`config.mk`:
```
export PLATFORM = sky130hd
export DESIGN_NAME = seq_mul_unit_flat
export DESIGN_NICKNAME = d
export VERILOG_FILES = /design/src/rtl/seq_mul_unit_if.sv /design/src/rtl/seq_mul_unit.sv /design/src/flat_wrapper.sv
export SDC_FILE = /design/constraint.sdc
export NUM_CORES = 1
export LEC_CHECK = 0
export BUFFER_PORTS_ARGS = -buffer_cell sky130_fd_sc_hd__buf_4
export CORE_MARGIN = 2
export CORE_UTILIZATION = 40
export CTS_CLUSTER_DIAMETER = 50
export CTS_CLUSTER_SIZE = 25
export DETAILED_ROUTE_END_ITERATION = 8
export SLEW_MARGIN = 25
export SYNTH_ARGS = -nofsm -noshare
export SYNTH_HDL_FRONTEND = slang
export SYNTH_SLANG_ARGS = --single-unit
```
`constraint.sdc`:
```
create_clock -name clk -period 4.6 [get_ports clk]
set_clock_uncertainty 0.2 [all_clocks]
set_input_delay 0.23 -clock clk [delete_from_list [all_inputs] [get_ports clk]]
set_output_delay 0.23 -clock clk [all_outputs]
set_load 0.01 [all_outputs]
```
`src/rtl/seq_mul_unit_if.sv`:
```
// Operand/result bundle between the execute stage and the iterative multiplier.
interface seq_mul_unit_if #(
  parameter int unsigned XLEN = 32
);
  logic            start;
  logic            flush;
  logic [1:0]      funct;
  logic [XLEN-1:0] rs1;
  logic [XLEN-1:0] rs2;
  logic            busy;
  logic            done;
  logic [XLEN-1:0] result;

  modport master (
    output start, flush, funct, rs1, rs2,
    input  busy, done, result
  );

  modport slave (
    input  start, flush, funct, rs1, rs2,
    output busy, done, result
  );
endinterface

```
`src/rtl/seq_mul_unit.sv`:
```
// Radix-2 shift-and-add multiplier for RV32M MUL/MULH/MULHSU/MULHU.
// Sign-magnitude: operands are made unsigned at launch, product negated in FIX.
module seq_mul_unit #(
  parameter int unsigned XLEN = 32
) (
  input  logic          clk,
  input  logic          rst,
  seq_mul_unit_if.slave bus
);
  localparam int unsigned CNT_W = $clog2(XLEN);
  localparam int unsigned PW    = 2 * XLEN;

  typedef enum logic [1:0] {
    ST_IDLE,
    ST_CALC,
    ST_FIX
  } state_t;

  state_t          state_q, state_d;
  logic [1:0]      funct_q, funct_d;
  logic [XLEN-1:0] mcand_q, mcand_d;
  logic [XLEN-1:0] mplier_q, mplier_d;
  logic [PW-1:0]   prod_q, prod_d;
  logic [CNT_W-1:0] cnt_q, cnt_d;
  logic            sign_q, sign_d;
  logic            busy_q, busy_d;
  logic            done_q, done_d;
  logic [XLEN-1:0] result_q, result_d;

  logic            rs1_neg, rs2_neg;
  logic [XLEN:0]   sum;
  logic [PW-1:0]   prod_fix;

  always_comb begin
    rs1_neg  = ((bus.funct == 2'b01) || (bus.funct == 2'b10)) && bus.rs1[XLEN-1];
    rs2_neg  = (bus.funct == 2'b01) && bus.rs2[XLEN-1];
    // Carry out of the upper-half add becomes the new MSB after the shift.
    sum      = {1'b0, prod_q[PW-1:XLEN]} + {1'b0, mcand_q};
    prod_fix = sign_q ? (~prod_q + PW'(1)) : prod_q;

    state_d  = state_q;
    funct_d  = funct_q;
    mcand_d  = mcand_q;
    mplier_d = mplier_q;
    prod_d   = prod_q;
    cnt_d    = cnt_q;
    sign_d   = sign_q;
    done_d   = 1'b0;
    result_d = result_q;

    case (state_q)
      ST_IDLE: begin
        if (bus.start && !bus.flush) begin
          state_d  = ST_CALC;
          funct_d  = bus.funct;
          mcand_d  = rs1_neg ? (~bus.rs1 + XLEN'(1)) : bus.rs1;
          mplier_d = rs2_neg ? (~bus.rs2 + XLEN'(1)) : bus.rs2;
          sign_d   = rs1_neg ^ rs2_neg;
          prod_d   = '0;
          cnt_d    = '0;
        end
      end
      ST_CALC: begin
        if (bus.flush) begin
          state_d = ST_IDLE;
        end else begin
          if (mplier_q[0]) prod_d = {sum, prod_q[XLEN-1:1]};
          else             prod_d = {1'b0, prod_q[PW-1:1]};
          mplier_d = mplier_q >> 1;
          cnt_d    = cnt_q + CNT_W'(1);
          if (cnt_q == CNT_W'(XLEN - 1)) state_d = ST_FIX;
        end
      end
      ST_FIX: begin
        state_d = ST_IDLE;
        if (!bus.flush) begin
          result_d = (funct_q == 2'b00) ? prod_fix[XLEN-1:0] : prod_fix[PW-1:XLEN];
          done_d   = 1'b1;
        end
      end
      default: state_d = ST_IDLE;
    endcase

    busy_d = (state_d != ST_IDLE);
  end

  always_ff @(posedge clk or posedge rst) begin
    if (rst) begin
      state_q  <= ST_IDLE;
      funct_q  <= '0;
      mcand_q  <= '0;
      mplier_q <= '0;
      prod_q   <= '0;
      cnt_q    <= '0;
      sign_q   <= 1'b0;
      busy_q   <= 1'b0;
      done_q   <= 1'b0;
      result_q <= '0;
    end else begin
      state_q  <= state_d;
      funct_q  <= funct_d;
      mcand_q  <= mcand_d;
      mplier_q <= mplier_d;
      prod_q   <= prod_d;
      cnt_q    <= cnt_d;
      sign_q   <= sign_d;
      busy_q   <= busy_d;
      done_q   <= done_d;
      result_q <= result_d;
    end
  end

  assign bus.busy   = busy_q;
  assign bus.done   = done_q;
  assign bus.result = result_q;
endmodule

```
`src/flat_wrapper.sv`:
```
// flat-port wrapper written by rule: the top's interface ports become plain ports
module seq_mul_unit_flat 
#(
  parameter int unsigned XLEN = 32
)
  (clk, rst, bus_start, bus_flush, bus_funct, bus_rs1, bus_rs2, bus_busy, bus_done, bus_result);
  seq_mul_unit_if #(.XLEN(XLEN)) bus_i ();
  input  logic clk;
  input  logic rst;
  input wire logic [$bits(bus_i.start)-1:0] bus_start;
  input wire logic [$bits(bus_i.flush)-1:0] bus_flush;
  input wire logic [$bits(bus_i.funct)-1:0] bus_funct;
  input wire logic [$bits(bus_i.rs1)-1:0] bus_rs1;
  input wire logic [$bits(bus_i.rs2)-1:0] bus_rs2;
  output wire logic [$bits(bus_i.busy)-1:0] bus_busy;
  output wire logic [$bits(bus_i.done)-1:0] bus_done;
  output wire logic [$bits(bus_i.result)-1:0] bus_result;
  assign bus_i.start = bus_start;
  assign bus_i.flush = bus_flush;
  assign bus_i.funct = bus_funct;
  assign bus_i.rs1 = bus_rs1;
  assign bus_i.rs2 = bus_rs2;
  assign bus_busy = bus_i.busy;
  assign bus_done = bus_i.done;
  assign bus_result = bus_i.result;
  seq_mul_unit #(.XLEN(XLEN)) u_core (.clk(clk), .rst(rst), .bus(bus_i));
endmodule
```
==> results.json <==
{
  "pin_count": 104,
  "cts.sinks": 172,
  "synth_edf_count": 0,
  "netlist_area_um2": 11190,
  "die_area_um2": 29340,
  "synthCells": 1292,
  "synth_warnings": 0,
  "numPortBuffers": 103,
  "root_buffer": "clkbuf_16",
  "grt.overflow.total": 0,
  "cp_max_fo": 4,
  "period_share_pct": 72.88,
  "cp-start-kind": "primary input",
  "cts_max_level": 4,
  "dp_hpwl_mm": 21.81,
  "crit_chain": "dlygate4sd3_1 -> buf_4 -> or4_1 -> nor4_1 -> nand2_1 -> or2_2 -> o41ai_1 -> xor2_1 -> a21oi_1 -> dlygate4sd3_1",
  "ys_types": 72,
  "globalRouteTotalUtil_pct": 21.58,
  "viasPerCell": 5.651,
  "antenna_found_initial": 0,
  "place_congestion": 0.9130,
  "ff_latch_area_um2": 4305,
  "grt_pass1_wl_mm": 50.10,
  "setup_violations": 0,
  "worst_slack_ns": 1.247,
  "place_ws_ns": 1.494,
  "worst-path-buf-inv": 3,
  "grt_start_max_net_pins": 139,
  "fillers": 2649,
  "layout-drive-gt1-share_pct": 13.03,
  "synth_top_area_cell": "dfrtp_1",
  "drcViolationCount": 0,
  "p_leak_nw": 6.082,
  "arrival_ns": 3.47,
  "cts_tree": "yes",
  "timing.rr.start": "u_core.prod_q[46]$_DFFE_PP0P_",
  "hp-class": "in -> reg",
  "slowest_delay_ns": 0.57,
  "synth_fp_nets": 1401,
  "grt_pass1_vias": 9316,
  "crit_slowest_cell": "or4_1",
  "post_cts_buffers": 0,
  "min_period_ns": 3.353,
  "dpl-instance-area_um2": 12300,
  "finalMaxSlewViolations": 0,
  "syn_to_final_growth_pct": 20.21,
  "synthTopCellsByArea": "dfrtp_1, o21ai_0, xor2_1",
  "initial_utilization_pct": 40.40,
  "layout.nets": 1516,
  "fp.coreArea_um2": 27710,
  "die_h_um": 171.3,
  "crit_path_start": "bus_rs2[21]",
  "clk_pin_slew_worst_paths_ns": 0.07,
  "layout_common_cells": "dfrtp_1, nand2_1, o21ai_0",
  "cts_buffers": 17,
  "diodes": 0,
  "power_density_nw_per_um2": 463.4,
  "initialDrtViolationCount": 783,
  "drv_cap": 0,
  "rsz0062_at_grt": "false",
  "yosysTopAreaCellShare_pct": 38.45,
  "crit_path_end_kind": "flop",
  "ys_ff_latch": 172,
  "antenna_left": 0,
  "clockBufferDepth": 2,
  "worstSkewPairLatency_ns": 0.44,
  "vias": 10160,
  "worstSetupPathType": "in -> reg",
  "ir_drop_uv": 302.5,
  "cpLargestDelayFamily": "simple AND/OR/NAND/NOR gates",
  "outcome": "finished, final reports clean",
  "avgSynthCellArea_um2": 8.663,
  "ys_async_sr_fraction_pct": 100.0,
  "holdWs_ns": 0.03000,
  "fin_area_um2": 13460,
  "multi_input_area_um2": 6558,
  "routedWlPerCell_um": 17.38,
  "final_common_cell": "dfrtp_1",
  "first_pass_iters": 5,
  "required_ns": 4.72,
  "fin_setup_tns_ns": 0,
  "worst_slew_pin_slew_ns": 0.8647,
  "wirelength_mm": 31.25,
  "critPathMostFrequentCell": "dlygate4sd3_1",
  "die_x_um": 171.3,
  "yosysSeqAreaShare_pct": 38.45,
  "relSlewSlack_pct": 42.21,
  "ys.flop_type": "dfrtp_1",
  "fmax_ghz": 0.2983,
  "hold_viol_final": 0,
  "rows": 61,
  "hold_path.startpoint": "bus_rs2[17]"
}
==> state kept, by name, indices dropped and copies added, names as in the netlist <==
name,count
u_core.funct_q,2
u_core.cnt_q,5
u_core.prod_q,64
u_core.bus.result,32
u_core.state_q,2
u_core.mcand_q,32
u_core.bus.busy,1
u_core.sign_q,1
u_core.bus.done,1
u_core.mplier_q,32
==> cells by family (layout without fill, tap and decap cells) <==
| kind of cell | after synthesis | count (layout) | synth area share (%) |
|---|---|---|---|
| buffers and inverters | 95 | 223 | 3.197 |
| XOR/XNOR | 138 | 138 | 10.80 |
| AO/OA/AOI/OAI | 439 | 439 | 24.74 |
| multiplexers | 16 | 16 | 1.476 |
| flip-flops | 172 | 172 | 38.45 |
| AND/OR/NAND/NOR | 393 | 393 | 16.91 |
| adder cells (fa/ha/maj) | 39 | 39 | 4.427 |
==> where the power goes <==
| part | switching [W] | internal [W] | total [W] |
|---|---|---|---|
| Combinational | 0.00150 | 0.00106 | 0.00256 |
| Sequential | 0.000397 | 0.00179 | 0.00218 |
| Clock | 0.000652 | 0.000842 | 0.00149 |
==> layout make-up <==
cell class                 instances  share of cell area (%)
timing repair buffer             171                   10.66
tap                              378                   3.515
sequential                       172                   32.00
inverter                          20                  0.5858
clock inverter                    13                   1.144
multi-input combinational       1025                   48.74
clock buffer                      19                   3.366
==> metrics by stage <==
stage,power [W],instances,utilization [%]
finish,0.006235,1798,48.57
global route,0.006656,1798,48.57
CTS,0.006238,1798,48.56
detailed placement,0.004683,1711,44.38
global placement,0.004654,1711,44.38
floorplan,0.003962,1292,-
==> synthesized netlist by cell type (3+ instances only) <==
library cell / count
nor2b_1: 9
or2_2: 5
mux2i_1: 12
inv_1: 20
and3_1: 11
nor4_1: 12
dfrtp_1: 172
o21ai_0: 167
o22ai_1: 8
nand2_1: 168
or3_1: 18
o21a_1: 4
a31oi_1: 14
o41ai_2: 4
and2_1: 3
nand4_1: 6
nand3_1: 22
a21oi_1: 96
o31ai_2: 3
a211oi_1: 4
nor3_1: 17
xor2_1: 77
o21ai_1: 8
clkbuf_1: 69
o31ai_1: 27
o21bai_1: 3
o221ai_1: 17
a21o_1: 15
o211ai_1: 5
ha_1: 38
xnor2_1: 61
a22o_1: 29
o41ai_1: 11
and4_1: 3
or4_4: 3
mux2_2: 4
buf_1: 5
nand2b_1: 7
or4_1: 11
a32oi_1: 9
nor2_1: 78
==> worst reg2reg max path, stage by stage, from the launching register on <==
cell and delay, ns:
dfrtp_1 0.49, ha_1 0.44, a21oi_1 0.33, nand4b_1 0.13, or3b_2 0.52, and3_1 0.22, a221oi_1 0.31, mux2_2 0.37
nand2_1 0.06
==> timing repair <==
action | CTS | global route
resized for setup | 0 | 0
hold buffers | 55 | 0
endpoints found under the hold margin | 84 | 0
==> routing by layer <==
| layer | wire (um) | up-vias | track usage [%] |
|---|---|---|---|
| li1 | - | 4934 | - |
| met1 | 15300 | 4885 | 31.90 |
| met2 | 13670 | 306 | 32.71 |
| met3 | 1798 | 36 | 3.336 |
| met4 | 478 | 0 | 5.969 |
| met5 | 0 | - | 0 |
==> path summary, 6_finish.rpt <==
| path | endpoint | slack, ns | cells after the start |
|---|---|---|---|
| worst max register to register | u_core.prod_q[60]$_DFFE_PP0P_ | 1.48 | 8 |
| min in group asynchronous | u_core.mplier_q[6]$_DFFE_PP0P_ | 0.29 | 3 |
| max in group asynchronous | u_core.sign_q$_DFFE_PP0P_ | 2.72 | 4 |
| worst min register to register | u_core.mplier_q[26]$_DFFE_PP0P_ | 0.28 | 2 |
| worst min-delay path | u_core.mplier_q[17]$_DFFE_PP0P_ | 0.03 | 5 |
| worst max-delay path | u_core.mplier_q[29]$_DFFE_PP0P_ | 1.25 | 10 |
Note: power is estimated with default switching activity, not from simulation.
